$ cat src/rtl/arb_pkg.sv
// Shared types for the memory request arbiters: outstanding-table entry layout
// and a saturating counter helper.
package arb_pkg;

  localparam int ARB_MAX_CH  = 8;
  localparam int ARB_OWNER_W = $clog2(ARB_MAX_CH);

  typedef struct packed {
    logic                   valid;
    logic                   drop;
    logic [ARB_OWNER_W-1:0] owner;
  } arb_entry_t;

  function automatic logic [31:0] sat_inc32(input logic [31:0] v);
    return (v == 32'hFFFF_FFFF) ? v : v + 32'd1;
  endfunction

endpackage

$ cat src/rtl/rr_picker.sv
// Combinational round-robin picker: first requester at or after i_ptr wins,
// wrapping modulo NUM_CH; o_next_ptr is the winner + 1 (held when idle).
module rr_picker #(
  parameter int NUM_CH = 2,
  parameter int PTR_W  = $clog2(NUM_CH)
) (
  input  logic [NUM_CH-1:0] i_req,
  input  logic [PTR_W-1:0]  i_ptr,
  output logic [NUM_CH-1:0] o_grant,
  output logic [PTR_W-1:0]  o_next_ptr,
  output logic              o_valid
);

  // NOTE: every combinational output gets a default before any conditional
  // assignment, so no path leaves it unassigned and no latch is inferred.
  always_comb begin
    o_grant    = '0;
    o_next_ptr = i_ptr;
    o_valid    = 1'b0;
    // Upper half of the ring first (channels >= pointer), then wrap around.
    for (int c = 0; c < NUM_CH; c++) begin
      if (!o_valid && i_req[c] && (PTR_W'(c) >= i_ptr)) begin
        o_grant[c] = 1'b1;
        o_valid    = 1'b1;
        o_next_ptr = (c == NUM_CH - 1) ? '0 : PTR_W'(c + 1);
      end
    end
    for (int c = 0; c < NUM_CH; c++) begin
      if (!o_valid && i_req[c]) begin
        o_grant[c] = 1'b1;
        o_valid    = 1'b1;
        o_next_ptr = (c == NUM_CH - 1) ? '0 : PTR_W'(c + 1);
      end
    end
  end

endmodule

$ cat src/rtl/mem_arb_rr.sv
// N-channel round-robin memory arbiter with ID allocation, response routing
// and per-channel flush. Optional perf counters: define ARB_PERF_CNT_EN.
module mem_arb_rr
  import arb_pkg::*;
#(
  parameter int NUM_CH     = 2,
  parameter int PA_WIDTH   = 32,
  parameter int LINE_BYTES = 16,
  parameter int ID_WIDTH   = 4,
  parameter int MAX_OUT    = 8
) (
  input  logic                                 clk,
  input  logic                                 rst,
  input  logic [NUM_CH-1:0]                    i_req_enable,
  input  logic [NUM_CH-1:0]                    i_req_write,
  input  logic [NUM_CH-1:0][PA_WIDTH-1:0]      i_req_addr,
  input  logic [NUM_CH-1:0][LINE_BYTES*8-1:0]  i_req_data,
  input  logic [NUM_CH-1:0]                    i_flush,
  output logic [NUM_CH-1:0]                    o_req_grant,
  output logic [ID_WIDTH-1:0]                  o_req_id,
  output logic                                 o_mem_enable,
  output logic                                 o_mem_write,
  output logic [PA_WIDTH-1:0]                  o_mem_addr,
  output logic [LINE_BYTES*8-1:0]              o_mem_data,
  output logic [ID_WIDTH-1:0]                  o_mem_id,
  input  logic                                 i_mem_full,
  input  logic                                 i_rsp_enable,
  input  logic [ID_WIDTH-1:0]                  i_rsp_id,
  input  logic [LINE_BYTES*8-1:0]              i_rsp_data,
  output logic [NUM_CH-1:0]                    o_rsp_enable,
  output logic [LINE_BYTES*8-1:0]              o_rsp_data,
  output logic [ID_WIDTH-1:0]                  o_rsp_id,
  output logic                                 o_busy,
  output logic                                 o_err_spurious
`ifdef ARB_PERF_CNT_EN
  , output logic [NUM_CH-1:0][31:0]            o_perf_grant
  , output logic [NUM_CH-1:0][31:0]            o_perf_wait
`endif
);

  localparam int PTR_W = $clog2(NUM_CH);

  arb_entry_t          r_table [MAX_OUT];
  logic [PTR_W-1:0]    r_ptr;

  logic [NUM_CH-1:0]   w_req_masked;
  logic [NUM_CH-1:0]   w_pick_grant;
  logic [PTR_W-1:0]    w_next_ptr;
  logic                w_pick_valid;
  logic                w_grant_ok;
  logic [PTR_W-1:0]    w_gnt_ch;
  logic                w_any_free;
  logic [ID_WIDTH-1:0] w_free_id;
  logic [MAX_OUT-1:0]  w_valid_vec;
  logic [MAX_OUT-1:0]  w_flush_hit;
  logic [MAX_OUT-1:0]  w_rsp_free;
  logic                w_spurious;

  assign w_req_masked = i_req_enable & ~i_flush;

  rr_picker #(.NUM_CH(NUM_CH), .PTR_W(PTR_W)) u_picker (
    .i_req      (w_req_masked),
    .i_ptr      (r_ptr),
    .o_grant    (w_pick_grant),
    .o_next_ptr (w_next_ptr),
    .o_valid    (w_pick_valid)
  );

  // Allocation looks only at start-of-cycle valid bits, so an entry freed by
  // this cycle's response is not reissued until the next cycle.
  always_comb begin
    w_any_free  = 1'b0;
    w_free_id   = '0;
    w_valid_vec = '0;
    w_flush_hit = '0;
    for (int e = 0; e < MAX_OUT; e++) begin
      w_valid_vec[e] = r_table[e].valid;
      if (!r_table[e].valid && !w_any_free) begin
        w_any_free = 1'b1;
        w_free_id  = ID_WIDTH'(e);
      end
      for (int c = 0; c < NUM_CH; c++) begin
        if (r_table[e].valid && i_flush[c] && (r_table[e].owner == ARB_OWNER_W'(c)))
          w_flush_hit[e] = 1'b1;
      end
    end
  end

  always_comb begin
    w_gnt_ch = '0;
    for (int c = 0; c < NUM_CH; c++) begin
      if (w_pick_grant[c]) w_gnt_ch = PTR_W'(c);
    end
  end

  assign w_grant_ok  = w_pick_valid && !i_mem_full && w_any_free;
  assign o_req_grant = w_grant_ok ? w_pick_grant : '0;
  assign o_req_id    = w_free_id;

  // Response steering; dropped entries and entries flushed this cycle are
  // freed silently, IDs with no valid entry (including >= MAX_OUT) are spurious.
  always_comb begin
    w_rsp_free   = '0;
    o_rsp_enable = '0;
    w_spurious   = i_rsp_enable;
    for (int e = 0; e < MAX_OUT; e++) begin
      if (i_rsp_enable && (i_rsp_id == ID_WIDTH'(e)) && r_table[e].valid) begin
        w_rsp_free[e] = 1'b1;
        w_spurious    = 1'b0;
        for (int c = 0; c < NUM_CH; c++) begin
          if ((r_table[e].owner == ARB_OWNER_W'(c)) && !r_table[e].drop && !w_flush_hit[e])
            o_rsp_enable[c] = 1'b1;
        end
      end
    end
  end

  assign o_rsp_data = i_rsp_data;
  assign o_rsp_id   = i_rsp_id;
  assign o_busy     = |w_valid_vec;

  // NOTE: the table is a handful of flops whose valid bits gate allocation,
  // so it must be reset; a RAM-style unreset array would start with garbage IDs.
  always_ff @(posedge clk or negedge rst) begin
    if (!rst) begin
      for (int e = 0; e < MAX_OUT; e++) r_table[e] <= '0;
    end else begin
      for (int e = 0; e < MAX_OUT; e++) begin
        if (w_flush_hit[e]) r_table[e].drop  <= 1'b1;
        if (w_rsp_free[e])  r_table[e].valid <= 1'b0;
        if (w_grant_ok && (w_free_id == ID_WIDTH'(e)))
          r_table[e] <= '{valid: 1'b1, drop: 1'b0, owner: ARB_OWNER_W'(w_gnt_ch)};
      end
    end
  end

  // NOTE: sequential state uses non-blocking assignments so every register
  // samples start-of-cycle values regardless of statement order.
  always_ff @(posedge clk or negedge rst) begin
    if (!rst) begin
      r_ptr          <= '0;
      o_mem_enable   <= 1'b0;
      o_mem_write    <= 1'b0;
      o_mem_addr     <= '0;
      o_mem_data     <= '0;
      o_mem_id       <= '0;
      o_err_spurious <= 1'b0;
    end else begin
      o_mem_enable <= w_grant_ok;
      if (w_grant_ok) begin
        r_ptr       <= w_next_ptr;
        o_mem_write <= i_req_write[w_gnt_ch];
        o_mem_addr  <= i_req_addr[w_gnt_ch];
        o_mem_data  <= i_req_data[w_gnt_ch];
        o_mem_id    <= w_free_id;
      end
      if (w_spurious) o_err_spurious <= 1'b1;
    end
  end

`ifdef ARB_PERF_CNT_EN
  always_ff @(posedge clk or negedge rst) begin
    if (!rst) begin
      o_perf_grant <= '0;
      o_perf_wait  <= '0;
    end else begin
      for (int c = 0; c < NUM_CH; c++) begin
        if (o_req_grant[c])
          o_perf_grant[c] <= sat_inc32(o_perf_grant[c]);
        else if (i_req_enable[c])
          o_perf_wait[c] <= sat_inc32(o_perf_wait[c]);
      end
    end
  end
`endif

endmodule

$ cat config.mk
export PLATFORM = sky130hd
export DESIGN_NAME = mem_arb_rr
export DESIGN_NICKNAME = d
export VERILOG_FILES = /design/src/rtl/arb_pkg.sv /design/src/rtl/rr_picker.sv /design/src/rtl/mem_arb_rr.sv
export SDC_FILE = /design/constraint.sdc
export NUM_CORES = 1
export LEC_CHECK = 0
export CORE_AREA = 5 5 294 296
export DETAILED_ROUTE_END_ITERATION = 8
export DIE_AREA = 0 0 299 301
export PLACE_DENSITY_LB_ADDON = 0.25
export SLEW_MARGIN = 10
export SYNTH_ARGS = -nofsm -noshare
export SYNTH_HDL_FRONTEND = slang
export SYNTH_SLANG_ARGS = --single-unit
$ cat constraint.sdc
create_clock -name clk -period 2.3 [get_ports clk]
set_input_delay 0.345 -clock clk [delete_from_list [all_inputs] [get_ports clk]]
set_output_delay 0.345 -clock clk [all_outputs]
set_load 0.005 [all_outputs]
# Word-level counts from Yosys, hierarchy flattened
# Index checks and enable logic that the tools add are counted.
# totals
reg_bits,192
ram_bits,0
n_memories,0
latch_bits,0
inputBits,462
rom_bits,0
elab_cells,328
output_inout_bits,308
# classes
muxes,114
multipliers,0
add_sub_neg,0
n_bitwise,2
n_reduce_logical,164
magnitude_cmp,3
shift,0
n_div,0
eq_ne,14
# op_table
operator,count
128-bit 2-to-1 mux,2
1-bit logical AND,102
1-bit 2-to-1 mux,87
32-bit 2-to-1 mux,2
5-bit 2-to-1 mux,8
1-bit logical NOT,33
4-bit by 3-bit == test with 1-bit output (second input constant),8
2-bit nonzero test,16
3-bit logical NOT,8
4-bit 2-to-1 mux,6
2-bit 2-to-1 mux,9
4-bit by 2-bit == test with 1-bit output (second input constant),4
4-bit by 1-bit == test with 1-bit output (second input constant),2
4-bit logical NOT,2
8-bit OR reduction,1
4-bit nonzero test,1
2-bit bitwise AND,1
1-bit >= comparator (first input constant),2
1-bit by 2-bit less-than comparator with 1-bit output (second input constant),1
2-bit inverter,1
2-bit AND reduction,1

# Depth between registers and ports, before layout
# logic_depth
ltp_word,24
depth_mapped,8
ltp_nobuf,5

# Modules after synthesis
# A second synthesis with hierarchy kept.
# hier_totals
cells_unflattened,1038
hier_area_um2,10181.0
# by_module_without_submodules
mod,seq_area_each_um2,area_each_um2,n_inst,cells_per_inst
mem_arb_rr,4779.6,10147.2,1,1032
rr_picker,0.0,33.8,1,6

# Least setup slack after synthesis
# No wires, ideal clock.
# synth_path
path_type,input to register
startpoint,in i_flush[0]
endpoint,reg r_table[15] in the netlist's numbering
setup_time_ns,0.080
path_buffers,1
path_slack_ns,0.658
arrival_time_ns,1.562
cell_stages,6
required_ns,2.220
cell_sequence,buf_6 -> nand2b_4 -> a21o_4 -> or3_1 -> nor2b_2 -> mux2i_1
# synth_via
elab_chain_len,17
word_cells_on_any_way,20
classes_between,7 x mux; 2 x bitwise; 11 x reduce/logical
# synth_lines
element,line,text
from (decl),mem_arb_rr.sv:18,"input logic [NUM_CH-1:0] i_flush,"
2-bit inverter *,mem_arb_rr.sv:59,assign w_req_masked = i_req_enable & ~i_flush;
2-bit bitwise AND *,mem_arb_rr.sv:59,
1-bit logical AND,rr_picker.sv:22,if (!o_valid && i_req[c] && (PTR_W'(c) >= i_ptr)) begin
1-bit 2-to-1 mux,rr_picker.sv:22,
1-bit logical NOT,rr_picker.sv:22,
1-bit logical AND (2 in a row),rr_picker.sv:22,
1-bit 2-to-1 mux,rr_picker.sv:22,
1-bit logical NOT,rr_picker.sv:29,if (!o_valid && i_req[c]) begin
1-bit logical AND,rr_picker.sv:29,
1-bit 2-to-1 mux,rr_picker.sv:29,
1-bit logical NOT,rr_picker.sv:29,
1-bit logical AND,rr_picker.sv:29,
1-bit 2-to-1 mux,rr_picker.sv:29,
1-bit logical AND (2 in a row),mem_arb_rr.sv:96,assign w_grant_ok = w_pick_valid && !i_mem_full && w_any_free;
1-bit logical AND,mem_arb_rr.sv:131,if (w_grant_ok && (w_free_id == ID_WIDTH'(e)))
"to (signal, indexed assignment)",mem_arb_rr.sv:132,"r_table[e] <= '{valid: 1'b1, drop: 1'b0, owner: ARB_OWNER_W'(w_gnt_ch)};"
to (decl),mem_arb_rr.sv:43,arb_entry_t r_table [MAX_OUT];
# Every way passes the cells marked *; elsewhere a longest branch is shown, timed or not.
# A chain may end at the register's enable or synchronous reset.

# Worst setup path in the final report
# layout_path
startpoint,in i_flush[0]
endpoint,out o_rsp_enable[0]
# layout_via
elab_chain_len,22
word_cells_on_any_way,64
classes_between,32 x mux; 32 x reduce/logical
# layout_lines
element,line,text
1-bit logical AND (2 in a row),mem_arb_rr.sv:83,if (r_table[e].valid && i_flush[c] && (r_table[e].owner == ARB_OWNER_W'(c)))
1-bit 2-to-1 mux (2 in a row),mem_arb_rr.sv:83,
1-bit logical NOT,mem_arb_rr.sv:111,if ((r_table[e].owner == ARB_OWNER_W'(c)) && !r_table[e].drop && !w_flush_hit[e])
1-bit logical AND,mem_arb_rr.sv:111,
1-bit 2-to-1 mux,mem_arb_rr.sv:111,
2-bit 2-to-1 mux,mem_arb_rr.sv:107,if (i_rsp_enable && (i_rsp_id == ID_WIDTH'(e)) && r_table[e].valid) begin
1-bit 2-to-1 mux,mem_arb_rr.sv:111,
2-bit 2-to-1 mux,mem_arb_rr.sv:107,
[... 4 more ...],n/a,
1-bit 2-to-1 mux,mem_arb_rr.sv:111,
2-bit 2-to-1 mux,mem_arb_rr.sv:107,
1-bit 2-to-1 mux,mem_arb_rr.sv:111,
2-bit 2-to-1 mux,mem_arb_rr.sv:107,
1-bit 2-to-1 mux,mem_arb_rr.sv:111,
2-bit 2-to-1 mux,mem_arb_rr.sv:107,
1-bit 2-to-1 mux,mem_arb_rr.sv:111,
2-bit 2-to-1 mux *,mem_arb_rr.sv:107,
to (decl),mem_arb_rr.sv:30,"output logic [NUM_CH-1:0] o_rsp_enable,"
# Marked as above.

==> results list <==
* Post-synthesis instance total: 1193
- Routability-driven placement finished with a final weighted congestion of 0.862.
- Design Power: 12.3 mW
- Number of synthesized register bits: 191
* Slew at the pin with the worst max-slew slack: 0.508 ns
- Destination of the critical timing path: o_rsp_enable[0]
* Total vias in the final route: 10027
- The endpoint identified for the worst register-to-register timing path is r_ptr.
* TritonCTS clock tree: yes
- Largest family of logic cells by synthesized area: simple AND/OR/NAND/NOR gates
* Core Box Area: 83300 um^2
* Critical path capture point type: output pin
- Post-synthesis sequential area ratio: 48.0%
* Area of the die: 90000 um^2
- Fraction of the cycle the final worst path needs: 98.4%
- The first global-routing pass estimated 67300 um of wire.
- Worst hold margin: 0.407 ns
* Routed WL per cell: 16.5 um
* Most used cells in the layout excluding fill and tap cells: sky130_fd_sc_hd__clkdlybuf4s50_1 (499), sky130_fd_sc_hd__nand2_1 (329), sky130_fd_sc_hd__dfrtp_1 (184)
* Largest vdd supply drop: 0.565 mV
* Via density per instance: 3.63
- Critical path class: primary input to output pin
* Area of the mapped netlist: 9960 um^2
- After global routing the overflow that remains totals 0.
* CP peak stage delay: 0.46 ns
* Level count of the clock H-tree: 4
- In this run the remaining antenna-violating nets after routing total 0.
- For this block, the routed nets add up to 45400 um of wire.
* Worst-case reg-to-reg path depth: 14
- Die Y-Extent: 301 um
* Layout overhead on the synthesized area: 72.3%
- Basic-gate share of the synthesized area counting and, or, nand and nor cells: 22.7%
* 1st-iter DRT viols: 435
* Number of I/O pins: 770
- The tree built by TritonCTS fans out to 191 sinks.
- For this run, the number of Yosys warnings is 0.
* Layout net count: 2127
* Status: finished clean
- Leaving out fill and tap cells, the most frequent cell in the layout is sky130_fd_sc_hd__clkdlybuf4s50_1.
- For this design the static power due to leakage is 6.83 nW.
- Most used flip-flop cell after synthesis: sky130_fd_sc_hd__dfrtp_1
- The wire-length estimate of the detail-placed layout is 35300 um.
- Peak fanout along the critical path: 10
* Slew HR: 66.1%
- Number of DRC violations after detailed routing: 0
- Avg Inst Size Synth: 8.35 um^2
- Global routing usage on met1: 11.1%
- First-pass iteration count of the detailed router: 5
- R2R setup slack: 0.07 ns
- Worst-path clk slew: 0.08 ns
- After synthesis, the netlist uses 39 different library cells.
- The startpoint identified for the worst register-to-register timing path is r_table[29].
* Synthesized-area fraction occupied by xor and xnor cells: 0%
* Cell with the biggest individual delay on the critical path: sky130_fd_sc_hd__clkdlybuf4s50_1
- The tool flagged a number of max-cap violations equal to 0.
- For this run, global-route usage on met3 was measured as 4.21%.
* Power density normalized to cell area: 714 nW/um^2
* Worst path arrival time: 1.92 ns
- For the worst-skew pair, the clock arrives at the later sink with an insertion delay of 0.48 ns.
- Cell Area, Placed: 16000 um^2
- Worst endpoint required time: 1.96 ns
- Initial Utilization: 12.0%
- Input/output buffers: 511
- Global routing met2 resource utilization: 16.1%
- The synthesized netlist devotes 12.8% of its cell area to compound gates.
* Total count of hold-check failures in the final report: 0
* Via count of the first global-routing pass: 10653
- Final min period: 2.26 ns
* Proportion of layout cells with a drive suffix above 1: 15.0%
- Setup repair after global routing could not meet its margin everywhere.
- Chain of cells forming the critical path: clkdlybuf4s50_1, buf_4, mux2_4, a21oi_4, nor3b_4, nor4_2, nand2_1, buf_2
- Cell at the root of the clock tree: sky130_fd_sc_hd__clkbuf_16
* Initial antenna violation count: 1
* Standard-cell rows: 106
* Multiplexer area fraction after synthesis: 1.52%
- Summing the areas of all fa, ha and maj instances in the mapped netlist gives 0% of the synthesized area.
- The number of slew-limit violations in the final report is 0.
- Async S/R FF share, synth: 100%
- The synthesized design contains 0 enable-type register cells.
* Setup total negative slack: 0 ns
- Largest buffer count on any clock path: 2
- The floorplan step set the die width to 299 um.
- Maximum clock rate: 442 MHz
- The path class of the tightest hold or removal check is primary input to flip-flop.
* Clock buffer count from CTS: 17
- Setup violations remaining at the end of the flow were counted as 0.
* Clk_skew: 0.00880 ns
- Pin count of the biggest net entering global routing: 73
- Most used routing layer: met2
- Crit path launch type: primary input
- For this run, the total global-route usage over all layers was measured as 9.78%.
* Setup crit start: i_flush[0]
- Cell area after layout: 17200 um^2
[critical path, delay by kind of cell]
kind                   cells  cell delay (ns)
buffers and inverters      3             0.78
multiplexers               1             0.18
AND/OR/NAND/NOR            3             0.57
AO/OA/AOI/OAI              1             0.05
[power breakdown]
group	internal [mW]	leakage (nW)	total, mW	switching (mW)
Combinational	2.63	4.44	4.45	1.82
Clock	1.68	0.290	3.22	1.54
Sequential	4.07	2.10	4.59	0.518
[stage by stage]
stage / utilization, % / cells / worst slack, ns
floorplan: - / 1194 / 0.658
global placement: 19.2 / 2681 / -0.574
detailed placement: 19.2 / 2681 / -0.534
CTS: 20.5 / 2750 / -0.0842
global route: 20.6 / 2759 / -0.0610
finish: 20.6 / 2759 / 0.0359
[registers in the layout, summed over array words and instances, names as in the netlist]
| register | cells |
|---|---|
| o_mem_id | 3 |
| o_mem_write | 1 |
| o_mem_enable | 1 |
| r_table | 24 |
| o_err_spurious | 1 |
| r_ptr | 1 |
| o_mem_data | 128 |
| o_mem_addr | 32 |
[how the worst min path moves through the flow]
stage,end,slack [ns],from,cells past startpoint
floorplan,o_err_spurious,0.05,rst,0
global route,o_mem_data[95],0.37,i_req_data[223],3
CTS,o_mem_data[39],0.34,i_req_data[167],3
global placement,o_mem_data[113],0.39,rst,1
detailed placement,o_mem_data[113],0.39,rst,1
finish,o_mem_data[45],0.41,i_req_data[173],3
[layout make-up]
cell class              instances  area [um^2]
fillers                      9218        66100
repair buffers                666         6460
flip-flops and latches        191         4790
multi-input cells             779         3930
well taps                    1080         1350
clock buffers                  19          453
clock inverters                13          154
inverters                      10         37.5
diodes                          1         2.50
[per-layer routing]
metal / vias up / share of wire [%]
met5: - / 0
met4: 0 / 3.3
met3: 75 / 9.1
met2: 460 / 48
met1: 4710 / 40
li1: 4782 / -
[cell usage after synthesis (2+ instances only)]
| cell | number | area [um^2] |
|---|---|---|
| sky130_fd_sc_hd__a31oi_1 | 164 | 1030 |
| sky130_fd_sc_hd__buf_2 | 38 | 190 |
| sky130_fd_sc_hd__nand2b_1 | 2 | 12.5 |
| sky130_fd_sc_hd__nand2_1 | 333 | 1250 |
| sky130_fd_sc_hd__nand3_1 | 8 | 40.0 |
| sky130_fd_sc_hd__nor2b_1 | 3 | 18.8 |
| sky130_fd_sc_hd__clkbuf_1 | 27 | 101 |
| sky130_fd_sc_hd__nor4_1 | 6 | 37.5 |
| sky130_fd_sc_hd__mux2_2 | 9 | 101 |
| sky130_fd_sc_hd__a2111oi_0 | 7 | 61.3 |
| sky130_fd_sc_hd__inv_1 | 10 | 37.5 |
| sky130_fd_sc_hd__nand4_1 | 5 | 31.3 |
| sky130_fd_sc_hd__dfrtp_1 | 191 | 4780 |
| sky130_fd_sc_hd__nor2_1 | 183 | 687 |
| sky130_fd_sc_hd__buf_4 | 136 | 1020 |
| sky130_fd_sc_hd__o21ai_0 | 4 | 20.0 |
| sky130_fd_sc_hd__nor3_1 | 2 | 10.0 |
| sky130_fd_sc_hd__buf_6 | 12 | 135 |
| sky130_fd_sc_hd__mux2i_1 | 5 | 50.1 |
| sky130_fd_sc_hd__nor3b_1 | 10 | 75.1 |
| sky130_fd_sc_hd__and3_1 | 2 | 12.5 |
| sky130_fd_sc_hd__a21o_1 | 7 | 52.6 |
| sky130_fd_sc_hd__a21oi_1 | 13 | 65.1 |
[kinds of logic (layout without fill, tap and decap cells)]
family | after synthesis | count (layout)
AND/OR/NAND/NOR | 563 | 563
buffers and inverters | 224 | 708
AO/OA/AOI/OAI | 200 | 200
flip-flops | 191 | 191
multiplexers | 14 | 14
other | 1 | 3
[repair_timing]
action,CTS,global route
buffers inserted,36,8
hold buffers,1,0
gates resized for setup,71,20
hold endpoints to repair,37,0
pin swaps,11,8
setup endpoints to repair,8,7
Note: power is estimated with default switching activity, not from simulation.
